<file path="config.mk">
export PLATFORM = sky130hd
export DESIGN_NAME = wrr_out_sched
export DESIGN_NICKNAME = d
export VERILOG_FILES = /design/src/rtl/wrr_out_sched.sv
export SDC_FILE = /design/constraint.sdc
export NUM_CORES = 1
export LEC_CHECK = 0
export BUFFER_PORTS_ARGS = -buffer_cell sky130_fd_sc_hd__buf_2
export CORE_MARGIN = 10
export CORE_UTILIZATION = 34
export DETAILED_ROUTE_END_ITERATION = 6
export GPL_TIMING_DRIVEN = 1
export HOLD_SLACK_MARGIN = 0.12
export PLACE_DENSITY = 0.78
export RECOVER_POWER = 50
export SKIP_CTS_REPAIR_TIMING = 1
export SYNTH_ARGS = -nofsm -noshare
export SYNTH_HDL_FRONTEND = slang
export SYNTH_SLANG_ARGS = --single-unit
</file>
<file path="constraint.sdc">
create_clock -name iClk -period 2.12 [get_ports iClk]
set_clock_uncertainty 0.05 [all_clocks]
set_input_delay 0.424 -clock iClk [delete_from_list [all_inputs] [get_ports iClk]]
set_output_delay 0.424 -clock iClk [all_outputs]
set_load 0.05 [all_outputs]
</file>
<file path="src/rtl/wrr_out_sched.sv">
// rtl/wrr_out_sched.sv - four-port packet-granular weighted round-robin egress scheduler; optional packet counters under WRR_STAT_EN
module wrr_out_sched #(
    parameter int DATA_WIDTH = 32,
    parameter int WGT_WIDTH  = 4
) (
    input  logic                  iClk,
    input  logic                  iRst,
    input  logic [DATA_WIDTH-1:0] iData0,
    input  logic [DATA_WIDTH-1:0] iData1,
    input  logic [DATA_WIDTH-1:0] iData2,
    input  logic [DATA_WIDTH-1:0] iData3,
    input  logic                  iVld0,
    input  logic                  iVld1,
    input  logic                  iVld2,
    input  logic                  iVld3,
    input  logic                  iLast0,
    input  logic                  iLast1,
    input  logic                  iLast2,
    input  logic                  iLast3,
    output logic                  oRdy0,
    output logic                  oRdy1,
    output logic                  oRdy2,
    output logic                  oRdy3,
    input  logic [WGT_WIDTH-1:0]  iWeight0,
    input  logic [WGT_WIDTH-1:0]  iWeight1,
    input  logic [WGT_WIDTH-1:0]  iWeight2,
    input  logic [WGT_WIDTH-1:0]  iWeight3,
    output logic [DATA_WIDTH-1:0] oData,
    output logic                  oVld,
    output logic                  oLast,
`ifdef WRR_STAT_EN
    output logic [15:0]           oPktCnt0,
    output logic [15:0]           oPktCnt1,
    output logic [15:0]           oPktCnt2,
    output logic [15:0]           oPktCnt3,
`endif
    input  logic                  iRdy,
    output logic [3:0]            oGrant,
    output logic                  oBusy
);

    typedef enum logic {
        IDLE = 1'b0,
        XFER = 1'b1
    } state_t;

    logic [DATA_WIDTH-1:0] data_a [4];
    logic [WGT_WIDTH-1:0]  wgt_a  [4];
    logic [3:0]            vld_a;
    logic [3:0]            last_a;
    logic [3:0]            rdy_a;

    state_t               state_q, state_d;
    logic [1:0]           ptr_q, ptr_d;
    logic [WGT_WIDTH-1:0] credit_q, credit_d;
    logic [1:0]           gnt_q, gnt_d;
    logic [3:0]           grant_q, grant_d;
    logic                 busy_q, busy_d;

    logic                 sel_hit;
    logic                 sel_load;
    logic [1:0]           sel_port;
    logic                 eop_hs;

    assign data_a[0] = iData0;
    assign data_a[1] = iData1;
    assign data_a[2] = iData2;
    assign data_a[3] = iData3;
    assign wgt_a[0]  = iWeight0;
    assign wgt_a[1]  = iWeight1;
    assign wgt_a[2]  = iWeight2;
    assign wgt_a[3]  = iWeight3;
    assign vld_a     = {iVld3, iVld2, iVld1, iVld0};
    assign last_a    = {iLast3, iLast2, iLast1, iLast0};

    // Candidate selection: keep the current port while it has credit, else search onward from rPtr+1
    always_comb begin
        logic [1:0] idx;
        sel_hit  = 1'b0;
        sel_load = 1'b0;
        sel_port = ptr_q;
        idx      = ptr_q;
        if (vld_a[ptr_q] && (credit_q != '0)) begin
            sel_hit = 1'b1;
        end else begin
            for (int i = 1; i <= 4; i++) begin
                idx = ptr_q + 2'(i);
                if (!sel_hit && vld_a[idx] && (wgt_a[idx] != '0)) begin
                    sel_hit  = 1'b1;
                    sel_load = 1'b1;
                    sel_port = idx;
                end
            end
        end
    end

    // Egress pass-through of the granted port; ready is steered from iRdy only, never from any iVld
    always_comb begin
        oData = '0;
        oVld  = 1'b0;
        oLast = 1'b0;
        rdy_a = 4'b0000;
        if (state_q == XFER) begin
            oData        = data_a[gnt_q];
            oVld         = vld_a[gnt_q];
            oLast        = last_a[gnt_q];
            rdy_a[gnt_q] = iRdy;
        end
    end

    assign eop_hs = oVld & iRdy & oLast;
    assign oRdy0  = rdy_a[0];
    assign oRdy1  = rdy_a[1];
    assign oRdy2  = rdy_a[2];
    assign oRdy3  = rdy_a[3];
    assign oGrant = grant_q;
    assign oBusy  = busy_q;

    // Next-state: grant on a hit in IDLE, release and spend one credit on the accepted last beat
    always_comb begin
        state_d  = state_q;
        ptr_d    = ptr_q;
        credit_d = credit_q;
        gnt_d    = gnt_q;
        grant_d  = grant_q;
        busy_d   = busy_q;
        case (state_q)
            IDLE: begin
                if (sel_hit) begin
                    state_d = XFER;
                    gnt_d   = sel_port;
                    ptr_d   = sel_port;
                    grant_d = 4'b0001 << sel_port;
                    busy_d  = 1'b1;
                    if (sel_load) begin
                        credit_d = wgt_a[sel_port];
                    end
                end
            end
            XFER: begin
                if (eop_hs) begin
                    state_d  = IDLE;
                    grant_d  = 4'b0000;
                    busy_d   = 1'b0;
                    credit_d = (credit_q != '0) ? credit_q - 1'b1 : '0;
                end
            end
            default: begin
                state_d = IDLE;
                grant_d = 4'b0000;
                busy_d  = 1'b0;
            end
        endcase
    end

    // Scheduler state registers; rPtr resets to 3 so the first search starts at port 0
    always_ff @(posedge iClk) begin
        if (iRst) begin
            state_q  <= IDLE;
            ptr_q    <= 2'd3;
            credit_q <= '0;
            gnt_q    <= 2'd0;
            grant_q  <= 4'b0000;
            busy_q   <= 1'b0;
        end else begin
            state_q  <= state_d;
            ptr_q    <= ptr_d;
            credit_q <= credit_d;
            gnt_q    <= gnt_d;
            grant_q  <= grant_d;
            busy_q   <= busy_d;
        end
    end

`ifdef WRR_STAT_EN
    logic [15:0] pkt_cnt_q [4];
    logic [15:0] pkt_cnt_d [4];

    // Per-port count of packets completed on egress, wrapping at 16 bits
    always_comb begin
        for (int i = 0; i < 4; i++) begin
            pkt_cnt_d[i] = pkt_cnt_q[i];
        end
        if (eop_hs) begin
            pkt_cnt_d[gnt_q] = pkt_cnt_q[gnt_q] + 16'd1;
        end
    end

    // Packet counter registers
    always_ff @(posedge iClk) begin
        for (int i = 0; i < 4; i++) begin
            if (iRst) begin
                pkt_cnt_q[i] <= '0;
            end else begin
                pkt_cnt_q[i] <= pkt_cnt_d[i];
            end
        end
    end

    assign oPktCnt0 = pkt_cnt_q[0];
    assign oPktCnt1 = pkt_cnt_q[1];
    assign oPktCnt2 = pkt_cnt_q[2];
    assign oPktCnt3 = pkt_cnt_q[3];
`endif

endmodule

</file>
# Yosys cells after proc, flatten, opt, wreduce, memory -nomap -nowiden

Cells that the tools add are included.

Register bits after elaboration: 14
Input port bits: 155
Output and inout bits: 43
Word-level logic and storage cells: 123

Add/subtract/negate cells: 4
$lt $le $gt $ge: 12
Equal/unequal tests: 3
Shift-type cells: 1
Multiplexer cells: 67
Bitwise logic cells: 10
Reductions and logical operators: 20

Operators with widths:

| kind                                                        | count |
|---|---|
| two-way mux 32 bit                                          | 3 |
| two-way mux 4 bit                                           | 17 |
| binary-select mux 32 bit (select 2 bit)                     | 1 |
| binary-select mux 4 bit (select 2 bit)                      | 5 |
| two-way mux 1 bit                                           | 25 |
| nonzero test 4 bit                                          | 5 |
| >= comparator 3 bit (second input constant)                 | 6 |
| inverter 2 -> 3 bit                                         | 6 |
| case mux 4 bit (2 select lines)                             | 2 |
| less-than comparator 2 x 3 -> 1 bit (second input constant) | 5 |
| binary-select mux 1 bit (select 2 bit)                      | 6 |
| two-way mux 2 bit                                           | 5 |
| logical AND 1 bit                                           | 9 |
| adder 2 bit (second input constant)                         | 2 |
| AND 4 bit                                                   | 1 |
| != test 2 bit (second input constant)                       | 2 |
| case mux 1 bit (2 select lines)                             | 2 |
| AND reduction 2 bit                                         | 2 |
| << shifter 1 x 2 -> 4 bit (first input constant)            | 1 |
| subtractor 4 x 1 -> 4 bit (second input constant)           | 1 |
| logical NOT 1 bit                                           | 3 |
| AND reduction 3 bit                                         | 1 |
| adder 2 x 1 -> 2 bit (second input constant)                | 1 |
| AND 1 bit                                                   | 2 |
| 4 further kinds                                             | 4 |

# Depth between registers and ports, before layout

Gate-level depths: netlist (run 1).

Word-level depth: 31
Depth in mapped cells: 8
Mapped depth without buffers: 6

# Least setup slack after synthesis (run 1)

Ideal clock, no wire load.

Kind: register to output
Start point: reg gnt_q[1]
End point: out oRdy2
Arrival: 2.176 ns
Data required time: 1.646 ns
Setup slack: -0.530 ns
Cell stages (with the launch flop): 5
Buffers on the path: 2
Cells stage by stage: dfxtp_1 clkbuf_1 buf_1 inv_1 nor3_1

Cells in the longest elaborated chain, start to end: 6
Elaborated cells between the ends (all ways): 7
Those cells by class: order compare (2); mux (3); bitwise (1); reduce/logical (1)

Ends and longest elaborated chain:

| item                                                                                                      | line | source |
|---|---|---|
| from (decl)                                                                                               | 56   | `logic [1:0] gnt_q, gnt_d;` |
| from (signal assigned)                                                                                    | 169  | `gnt_q <= gnt_d;` |
| less-than comparator 2 x 3 -> 1 bit (not written as such) or >= comparator 2 x 1 -> 1 bit (tied branches) | 107  | `rdy_a[gnt_q] = iRdy;` |
| logical AND 1 bit (not written as such)                                                                   | 107  |  |
| two-way mux 1 bit (not written as such)                                                                   | 107  |  |
| demux 1 bit (select 2 bit) *                                                                              | 107  |  |
| AND 4 bit (no line) *                                                                                     | --   |  |
| two-way mux 4 bit *                                                                                       | 103  | `if (state_q == XFER) begin` |
| to (decl)                                                                                                 | 22   | `output logic oRdy2,` |

Mark *: on every way between the ends. The rest lies on a longest branch, timed or not.

# Worst setup path after layout (run 1)

Start point: in iWeight3[0]
End point: reg grant_q[2] (netlist: oGrant[2])

Cells in the longest elaborated chain, start to end: 25
Elaborated cells between the ends (all ways): 44
Those cells by class: eq/ne (1); shift (1); mux (27); reduce/logical (15)

Ends and longest elaborated chain:

| item                                                  | line | source |
|---|---|---|
| from (decl)                                           | 27   | `input logic [WGT_WIDTH-1:0] iWeight3,` |
| binary-select mux 4 bit (select 2 bit)                | 88   | `if (!sel_hit && vld_a[idx] && (wgt_a[idx] != '0)) begin` |
| two-way mux 4 bit (not written as such) (2 in series) | 88   |  |
| nonzero test 4 bit                                    | 88   |  |
| logical AND 1 bit                                     | 88   |  |
| two-way mux 1 bit                                     | 88   |  |
| two-way mux 1 bit                                     | 83   | `if (vld_a[ptr_q] && (credit_q != '0)) begin` |
| logical NOT 1 bit                                     | 88   |  |
| logical AND 1 bit (2 in series)                       | 88   |  |
| (+6 left out)                                         | --   |  |
| two-way mux 1 bit                                     | 83   |  |
| logical NOT 1 bit                                     | 88   |  |
| logical AND 1 bit (2 in series)                       | 88   |  |
| two-way mux 2 bit                                     | 88   |  |
| two-way mux 2 bit                                     | 83   |  |
| << shifter 1 x 2 -> 4 bit                             | 133  | `grant_d = 4'b0001 << sel_port;` |
| two-way mux 4 bit                                     | 129  | `if (sel_hit) begin` |
| case mux 4 bit (2 select lines)                       | 127  | `case (state_q)` |
| to (signal assigned)                                  | 170  | `grant_q <= grant_d;` |
| to (decl)                                             | 57   | `logic [3:0] grant_q, grant_d;` |

Parallel ways exist; a longest one is shown, timed or not. The select of a mux whose other input is x is not followed.
A chain may end at the register's enable or synchronous reset.

==> summary.txt, run 1 <==
Outcome
  – Run status: complete, but fails checks
  – Failing checks: negative setup slack

Timing
  – Slew headroom: 56.7%
  – Setup Viol. Count Final: 38
  – RSZ-0062 raised after global routing: yes
  – Slew @ Worst Pin: 0.652 ns
  – Fmax: 456 MHz
  – Final Worst Setup Slack: -0.0753 ns
  – Min Tclk post-route: 2.20 ns
  – Final-report hold violation count: 0
  – Period utilization: 104%
  – Max-slew violation count: 0

Critical path
  – CP max-delay cell: or4_4
  – WP data arrival: 2.33 ns
  – CP Capture Type: flip-flop
  – Worst setup SP type: input port
  – Critical Path RT: 2.25 ns
  – Max stage delay on crit path: 0.54 ns
  – Crit-path max FO: 6
  – Critical setup path kind: in -> reg
  – Critical Path, Cell by Cell: buf_6 > or4_4 > a311o_1 > a41oi_2 > o21ai_4 > or3b_1 > a21oi_1

Placement
  – DP HPWL: 9.40 mm
  – Port Buf Inserts: 197
  – Area after DPL: 3380 µm²
  – RePlAce Congestion: 0.967

Route
  – Routed vias/inst: 5.83
  – Antenna Nets Post-Route: 0
  – Number of DRC markers in iteration 0: 209
  – DRC viols: 0
  – WL/cell: 24.4 µm
  – DRT Pass-1 Iters: 4
  – Final WL: 12.3 mm
  – Via Count: 2944

Final layout
  – Fin area: 3930 µm²
  – Leading cell types in the layout, fill and taps excluded: buf_2 (156), mux4_2 (35), buf_4 (26)
  – Most common cell after layout, fill and taps aside: buf_2
  – Antenna cells: 0
  – Fillers: 463
  – Nets: 586
  – Layout cells sized above 1: 73.7%
  – Final core utilization: 66.0%
  – P&R area growth vs syn: 87.7%

Yosys
  – Mapped cell area: 2090 µm²
  – Number of synthesized flops with an enable pin: 0
  – Mean post-synth cell area: 9.93 µm²
  – Cells after Synth: 211
  – Most used DFF post-synth: dfxtp_1
  – Fraction of registers with async set/reset: 0%
  – Synth unique cells: 52
  – Part of the Yosys area used for sequential elements: 13.4%
  – Number of synthesized register bits: 14
  – Synth Warn #: 0
  – Syn_nets: 366

CTS
  – Total clock buffers created by CTS: 3
  – CTS H-tree lvls: 1
  – Clk Latency, worst-skew pair: 0.25 ns
  – CTS Sinks: 14
  – Worst-path clk slew: 0.06 ns
  – CTS tree: built
  – CTS Root Buffer Type: clkbuf_8
  – Clk buf depth: 2

Global route
  – Initial antenna violation count: 0
  – First-pass GRT wire length: 16.1 mm
  – Vias in the first global route: 2819
  – Aggregate global routing overflow: 0
  – Largest net degree at the start of global routing: 36
  – GRT Total Usage: 20.4%

Floorplan
  – CORE AREA: 5960 µm²
  – Die X: 98.5 µm
  – Row count: 28
  – Io pins: 198
  – Initial core utilization: 35.2%
  – Chip height: 98.5 µm
  – Die area: 9700 µm²

Job
  – Maxcap violations: 0

Pwr
  – Worst IR Drop VDD: 0.660 mV
  – PwrDens: 1010 nW/µm²
  – Tot Pwr: 3.97 mW
  – Pleak: 1.82 nW

Hold path
  – Class of the most critical hold timing path: reg -> reg
==> synth_stat cells, types with 2 or more instances <==
| library cell | n | area [µm²] |
|---|---|---|
| nand2_1 | 8 | 30.0 |
| or4_1 | 2 | 15.0 |
| buf_6 | 3 | 33.8 |
| nor3_1 | 7 | 35.0 |
| a21o_1 | 2 | 15.0 |
| a21boi_0 | 4 | 30.0 |
| buf_2 | 3 | 15.0 |
| inv_1 | 4 | 15.0 |
| nand2b_1 | 2 | 12.5 |
| a21oi_1 | 11 | 55.1 |
| nor2_1 | 9 | 33.8 |
| nand3_1 | 13 | 65.1 |
| o21ai_0 | 4 | 20.0 |
| and3_1 | 4 | 25.0 |
| o41ai_1 | 2 | 17.5 |
| and4_1 | 2 | 17.5 |
| clkbuf_1 | 8 | 30.0 |
| mux4_2 | 35 | 788 |
| o41ai_2 | 2 | 32.5 |
| buf_1 | 2 | 7.51 |
| and2_1 | 34 | 213 |
| a31oi_1 | 2 | 12.5 |
| o32ai_1 | 3 | 26.3 |
| a211oi_1 | 4 | 30.0 |
| dfxtp_1 | 14 | 280 |
==> final cells by class <==
class	count	area (µm²)	area share [%]
flip-flops and latches	14	288	7.32
clock buffers	4	55.1	1.40
inverters	4	15.0	0.382
multi-input cells	177	1850	47.1
well taps	75	93.8	2.39
repair buffers	231	1630	41.4
==> flip-flops by register name (all words and copies together), names as in the netlist <==
register	cells
ptr_q	2
state_q	1
oBusy	1
credit_q	4
gnt_q	2
oGrant	4
==> path summary, 6_finish.rpt <==
| check | slack (ns) | endpoint | start | depth (start not counted) |
|---|---|---|---|---|
| min reg2reg | 0.42 | oGrant[2]$_SDFFE_PP0P_ | oGrant[2]$_SDFFE_PP0P_ | 2 |
| min | 0.42 | oGrant[2]$_SDFFE_PP0P_ | oGrant[2]$_SDFFE_PP0P_ | 2 |
| max reg2reg | -0.01 | oGrant[2]$_SDFFE_PP0P_ | credit_q[3]$_SDFFE_PP0P_ | 6 |
| max | -0.08 | oGrant[2]$_SDFFE_PP0P_ | iWeight3[0] | 7 |
==> cells by family after synthesis <==
group,synth area share (%)
AND/OR/NAND/NOR,25.5
AO/OA/AOI/OAI,17.1
multiplexers,38.7
buffers and inverters,5.32
flip-flops,13.4
==> layer usage <==
metal	share of wire [%]	vias up	GRT usage, %	routed length, µm
met4	1.5	0	3.97	189
met5	0	-	0	0
met2	54	186	38.0	6710
li1	-	1296	-	-
met1	37	1436	22.9	4570
met3	7.1	26	5.03	881
==> report_power, final <==
group | internal, mW | switching [mW] | leakage, nW
sequential | 0.352 | 0.0800 | 0.117
clock | 0.165 | 0.0995 | 0.0288
combinational | 1.59 | 1.69 | 1.68
==> per-stage QoR <==
step	hold slack [ns]	setup slack (ns)	std cells	setup TNS, ns
2_1_floorplan	0.453	-0.230	211	-0.403
3_3_place_gp	0.404	-0.219	496	-1.57
3_5_place_dp	0.410	-0.261	496	-2.25
4_1_cts	0.419	-0.177	500	-4.29
5_1_grt	0.443	-0.114	505	-2.77
6_report	0.416	-0.0753	505	-0.889
==> worst max-delay path, delay by kind of cell <==
kind | cells | cell delay (ns)
AO/OA/AOI/OAI | 4 | 0.91
buffers and inverters | 1 | 0.09
AND/OR/NAND/NOR | 2 | 0.91
(Power assumes the default switching activity.)
==> run 2, diff against run 1 <==
--- a/config.mk
+++ b/config.mk
@@ -5,13 +5,12 @@
 export SDC_FILE = /design/constraint.sdc
 export NUM_CORES = 1
 export LEC_CHECK = 0
-export BUFFER_PORTS_ARGS = -buffer_cell sky130_fd_sc_hd__buf_2
 export CORE_MARGIN = 10
-export CORE_UTILIZATION = 34
+export CORE_UTILIZATION = 45
 export DETAILED_ROUTE_END_ITERATION = 6
+export DONT_BUFFER_PORTS = 1
 export GPL_TIMING_DRIVEN = 1
 export HOLD_SLACK_MARGIN = 0.12
-export PLACE_DENSITY = 0.78
 export RECOVER_POWER = 50
 export SKIP_CTS_REPAIR_TIMING = 1
 export SYNTH_ARGS = -nofsm -noshare
==> summary.txt, run 2 (synthesized netlist as in run 1, its figures left out) <==
Outcome
  – Failing checks: negative setup slack
  – Run status: complete, but fails checks

Route
  – Antenna Nets Post-Route: 0
  – Routed vias/inst: 7.08
  – Via Count: 2110
  – DRT Pass-1 Iters: 4
  – Number of DRC markers in iteration 0: 104
  – WL/cell: 30.8 µm
  – Final WL: 9.16 mm
  – DRC viols: 0

Critical path
  – Worst reg2reg path depth: 7
  – Critical Path RT: 1.65 ns
  – Max stage delay on crit path: 0.51 ns
  – Critical setup path kind: reg -> out
  – Worst setup SP type: flip-flop
  – Crit-path max FO: 13
  – Buffers and inverters on the worst path: 1
  – CP Capture Type: primary output
  – WP data arrival: 1.66 ns
  – FF-to-FF setup slack: 0.03 ns
  – Family with the most delay on the worst path: multiplexers
  – CP max-delay cell: mux4_2
  – Critical path depth: 3
  – Critical Path, Cell by Cell: clkbuf_16 > mux4_2 > and2_4

Floorplan
  – Io pins: 198
  – Die area: 7780 µm²
  – CORE AREA: 4440 µm²
  – Row count: 24
  – Die X: 88.2 µm
  – Chip height: 88.2 µm
  – Initial core utilization: 47.1%

CTS
  – CTS H-tree lvls: 1
  – Total clock buffers created by CTS: 3
  – Worst-path clk slew: 0.06 ns
  – Clk Latency, worst-skew pair: 0.25 ns
  – CTS tree: built
  – Clk buf depth: 2
  – CTS Root Buffer Type: clkbuf_8
  – CTS Sinks: 14

Global route
  – GRT Total Usage: 22.1%
  – Aggregate global routing overflow: 0
  – First-pass GRT wire length: 13.3 mm
  – Vias in the first global route: 2245
  – Largest net degree at the start of global routing: 38
  – Initial antenna violation count: 2

Pwr
  – PwrDens: 1240 nW/µm²
  – Internal power: 1.88 mW
  – Combinational power share: 77.8%
  – Pleak: 1.08 nW
  – Sw power: 1.70 mW
  – Switching fraction of total power: 47.5%
  – Reg power frac: 14.9%
  – Worst IR Drop VDD: 0.572 mV
  – Clock share of power: 7.3%

Final layout
  – Leading cell types in the layout, fill and taps excluded: mux4_2 (35), and2_4 (33), buf_4 (24)
  – Most common cell after layout, fill and taps aside: mux4_2
  – Layout cells sized above 1: 58.6%
  – Fillers: 327
  – Nets: 400
  – P&R area growth vs syn: 37.5%
  – Fin cells: 298

Placement
  – Placed cells: 287
  – DP HPWL: 7.85 mm
  – Port Buf Inserts: 0
  – RePlAce Congestion: 0.974

Timing
  – Slew @ Worst Pin: 0.559 ns
  – Max-slew violation count: 0
  – Setup Viol. Count Final: 8
  – RSZ-0062 raised after global routing: yes
  – Slew headroom: 62.8%
  – Final Worst Setup Slack: -0.00942 ns
  – Min Tclk post-route: 2.13 ns
  – Final-report hold violation count: 0
  – Period utilization: 100%
  – Final Hold Slack: 0.185 ns
  – Fmax: 470 MHz

Job
  – Maxcap violations: 0

Hold path
  – Hold depth: 1
  – Class of the most critical hold timing path: in -> reg
-- run 2: changes by cell type in the layout (fill, tap and decap cells not counted), sizes merged --
cell    previous run  this run
buf              223        43
clkbuf            12         7
diode              0         2
o21ai              6         5
-- run 2: worst paths after layout --
path,start,end
hold reg to reg,ptr_q[0]$_SDFFE_PP1P_,ptr_q[0]$_SDFFE_PP1P_
setup / recovery,gnt_q[0]$_SDFFE_PP0P_,oData[27]
hold / removal,iRst,gnt_q[1]$_SDFFE_PP0P_
setup reg to reg,credit_q[3]$_SDFFE_PP0P_,oGrant[2]$_SDFFE_PP0P_
-- run 2: worst register-to-register path: cells and delay by family (launching register included) --
kind	cells	cell delay, ns
flops	1	0.31
simple gates	4	1.29
buf+inv	1	0.16
compound gates	2	0.21
-- run 2: layout make-up --
type	instances	area (µm²)	area share [%]
well taps	52	65.1	2.26
flip-flops and latches	14	287	9.95
diodes	2	5.00	0.174
clock buffers	4	55.1	1.91
inverters	4	15.0	0.521
repair buffers	46	609	21.2
multi-input cells	176	1840	64.0
-- run 2: layer usage --
metal	track usage [%]	vias to the layer above	routed length, µm
li1	-	923	-
met1	21.0	1006	3010
met2	40.7	157	4730
met3	9.10	24	1130
met4	10.3	0	284
met5	0	-	0
-- run 2: power by group through the flow --
stage	registers (mW)	clock network, mW	logic (mW)
floorplan	0.489	0	1.82
finish	0.534	0.262	2.78
CTS	0.521	0.268	2.47
global route	0.550	0.279	2.95
detailed placement	0.526	0	2.46
global placement	0.520	0	2.39
-- run 2: through the flow --
stage | utilization (%) | instance area [µm²] | setup WS [ns] | power, mW | setup TNS, ns
2_1_floorplan | - | 2140 | -0.230 | 2.31 | -0.403
6_report | 64.8 | 2880 | -0.00942 | 3.58 | -0.0312
3_3_place_gp | 59.1 | 2630 | -0.0766 | 2.91 | -0.366
5_1_grt | 64.8 | 2880 | -0.0652 | 3.78 | -1.64
3_5_place_dp | 59.1 | 2630 | -0.257 | 2.99 | -1.26
4_1_cts | 60.4 | 2680 | -0.206 | 3.26 | -5.06
==> run 3, diff against run 2 <==
--- a/config.mk
+++ b/config.mk
@@ -12,6 +12,7 @@
 export GPL_TIMING_DRIVEN = 1
 export HOLD_SLACK_MARGIN = 0.12
 export RECOVER_POWER = 50
+export REMOVE_ABC_BUFFERS = 1
 export SKIP_CTS_REPAIR_TIMING = 1
 export SYNTH_ARGS = -nofsm -noshare
 export SYNTH_HDL_FRONTEND = slang
==> constraint.sdc (replaced) <==
create_clock -name iClk -period 2.12 [get_ports iClk]
set_clock_uncertainty 0.05 [all_clocks]
set_input_delay 0.636 -clock iClk [delete_from_list [all_inputs] [get_ports iClk]]
set_output_delay 0.636 -clock iClk [all_outputs]
set_load 0.05 [all_outputs]
==> summary.txt, run 3 (synthesized netlist as in run 1, its figures left out) <==
Route
  – DRC viols: 0
  – Routed vias/inst: 7.34
  – Met1 wire length: 3.50 mm
  – WL/cell: 34.8 µm
  – Final WL: 11.1 mm
  – DRT Pass-1 Iters: 4
  – Via Count: 2348
  – Met2 WL: 6.00 mm
  – Highest Signal Layer: met4
  – Number of DRC markers in iteration 0: 220
  – Routed wl met3: 1.16 mm
  – Antenna Nets Post-Route: 0

Critical path
  – FF-to-FF setup slack: -0.11 ns
  – CP Capture Type: primary output
  – Critical setup path kind: reg -> out
  – CP max-delay cell: mux4_2
  – Worst reg2reg path depth: 6
  – Family with the most delay on the worst path: multiplexers
  – Reg-to-Reg End: oGrant[2]$_SDFFE_PP0P_
  – Critical Path, Cell by Cell: buf_6 > mux4_2 > and2_1 > buf_12
  – WP data arrival: 1.70 ns
  – Crit-path max FO: 6
  – Max stage delay on crit path: 0.51 ns
  – Reg-to-Reg Start: ptr_q[1]$_SDFFE_PP1P_
  – Worst setup SP type: flip-flop
  – Buffers and inverters on the worst path: 2
  – Critical Path RT: 1.43 ns

CTS
  – Total clock buffers created by CTS: 3
  – CTS Sinks: 14
  – Clk Latency, worst-skew pair: 0.24 ns
  – CTS Root Buffer Type: clkbuf_8
  – Worst-path clk slew: 0.06 ns
  – CTS H-tree lvls: 1
  – Clk buf depth: 2
  – CTS tree: built

Floorplan
  – Initial core utilization: 47.1%
  – Chip height: 88.2 µm
  – Io pins: 198
  – Die X: 88.2 µm
  – Row count: 24
  – CORE AREA: 4440 µm²
  – Die area: 7780 µm²

Final layout
  – Layout cells sized above 1: 66.0%
  – P&R area growth vs syn: 63.8%
  – Multi-input gate area: 1970 µm²
  – Leading cell types in the layout, fill and taps excluded: buf_12 (36), mux4_2 (35), and2_4 (29)
  – Nets: 424
  – Antenna cells: 0
  – Most common cell after layout, fill and taps aside: buf_12
  – Reg area: 285 µm²
  – Final core utilization: 77.2%
  – Fillers: 273

Global route
  – Aggregate global routing overflow: 0
  – First-pass GRT wire length: 14.1 mm
  – GRT Total Usage: 23.3%
  – Vias in the first global route: 2319
  – Largest net degree at the start of global routing: 38
  – Initial antenna violation count: 0

Timing
  – RSZ-0062 raised after global routing: yes
  – Final Hold Slack: 0.399 ns
  – Fmax: 419 MHz
  – Max-slew violation count: 0
  – Final Worst Setup Slack: -0.265 ns
  – Slew headroom: 60.9%
  – Period utilization: 113%
  – Setup Viol. Count Final: 44
  – Min Tclk post-route: 2.39 ns
  – Slew @ Worst Pin: 0.586 ns
  – Final-report hold violation count: 0
  – Setup_tns: -9.62 ns

Placement
  – Worst slack, placed: -0.452 ns
  – DP HPWL: 8.38 mm
  – RePlAce Congestion: 1.04
  – Port Buf Inserts: 0

Job
  – Maxcap violations: 0

Pwr
  – PwrDens: 1240 nW/µm²
  – Worst IR Drop VDD: 0.875 mV
  – Tot Pwr: 4.26 mW
  – Pleak: 1.29 nW

Outcome
  – Run status: complete, but fails checks
  – Failing checks: negative setup slack

Hold path
  – Hold depth: 1
  – Hold Startpoint: iRst
  – Hold EP: gnt_q[1]$_SDFFE_PP0P_
  – Class of the most critical hold timing path: in -> reg
[run 3: changes by cell type in the layout (fill, tap and decap cells not counted), sizes merged]
cell    before  now
buf         43   67
diode        2    0
clkbuf       7    6
o21ai        5    6
[run 3: stage by stage]
stage	instance area [µm²]	instances
after floorplan	2000	194
final	3430	320
after global routing	3430	320
after global placement	2990	310
after detailed placement	2990	310
after CTS	3050	314
[run 3: cell type report]
| class | count | area share, % |
|---|---|---|
| inverters | 4 | 0.438 |
| flip-flops and latches | 14 | 8.32 |
| well taps | 52 | 1.90 |
| clock buffers | 4 | 1.60 |
| repair buffers | 69 | 30.2 |
| multi-input cells | 177 | 57.5 |
[run 3: worst max path at each step]
stage / cells after the start / to / start / slack, ns
after CTS: 4 / oLast / gnt_q[0]$_SDFFE_PP0P_ / -0.31
after detailed placement: 6 / oGrant[0]$_SDFFE_PP0P_ / iWeight3[0] / -0.45
after global routing: 7 / oGrant[2]$_SDFFE_PP0P_ / iWeight3[0] / -0.32
final: 4 / oData[31] / gnt_q[0]$_SDFFE_PP0P_ / -0.27
after floorplan: 6 / credit_q[2]$_SDFFE_PP0P_ / gnt_q[0]$_SDFFE_PP0P_ / -1.39
after global placement: 6 / oGrant[2]$_SDFFE_PP0P_ / iWeight3[0] / -0.37
[run 3: worst register-to-register path, delay by kind of cell (launching register included)]
kind	cells	cell delay [ns]
AO/OA/AOI/OAI	3	0.54
AND/OR/NAND/NOR	2	0.62
flip-flops	1	0.40
multiplexers	1	0.55
[run 3: routing by layer]
layer	up-vias	GRT usage, %
met4	0	7.20
met2	177	44.7
met3	44	6.34
met5	-	0
li1	968	-
met1	1159	23.9
[run 3: power breakdown]
part           total [mW]  switching [mW]  leakage (nW)  internal, mW
clock               0.257          0.0931        0.0288         0.164
combinational        3.47            1.72          1.14          1.75
sequential          0.532           0.182         0.117         0.350
total                4.26            2.00          1.29          2.26
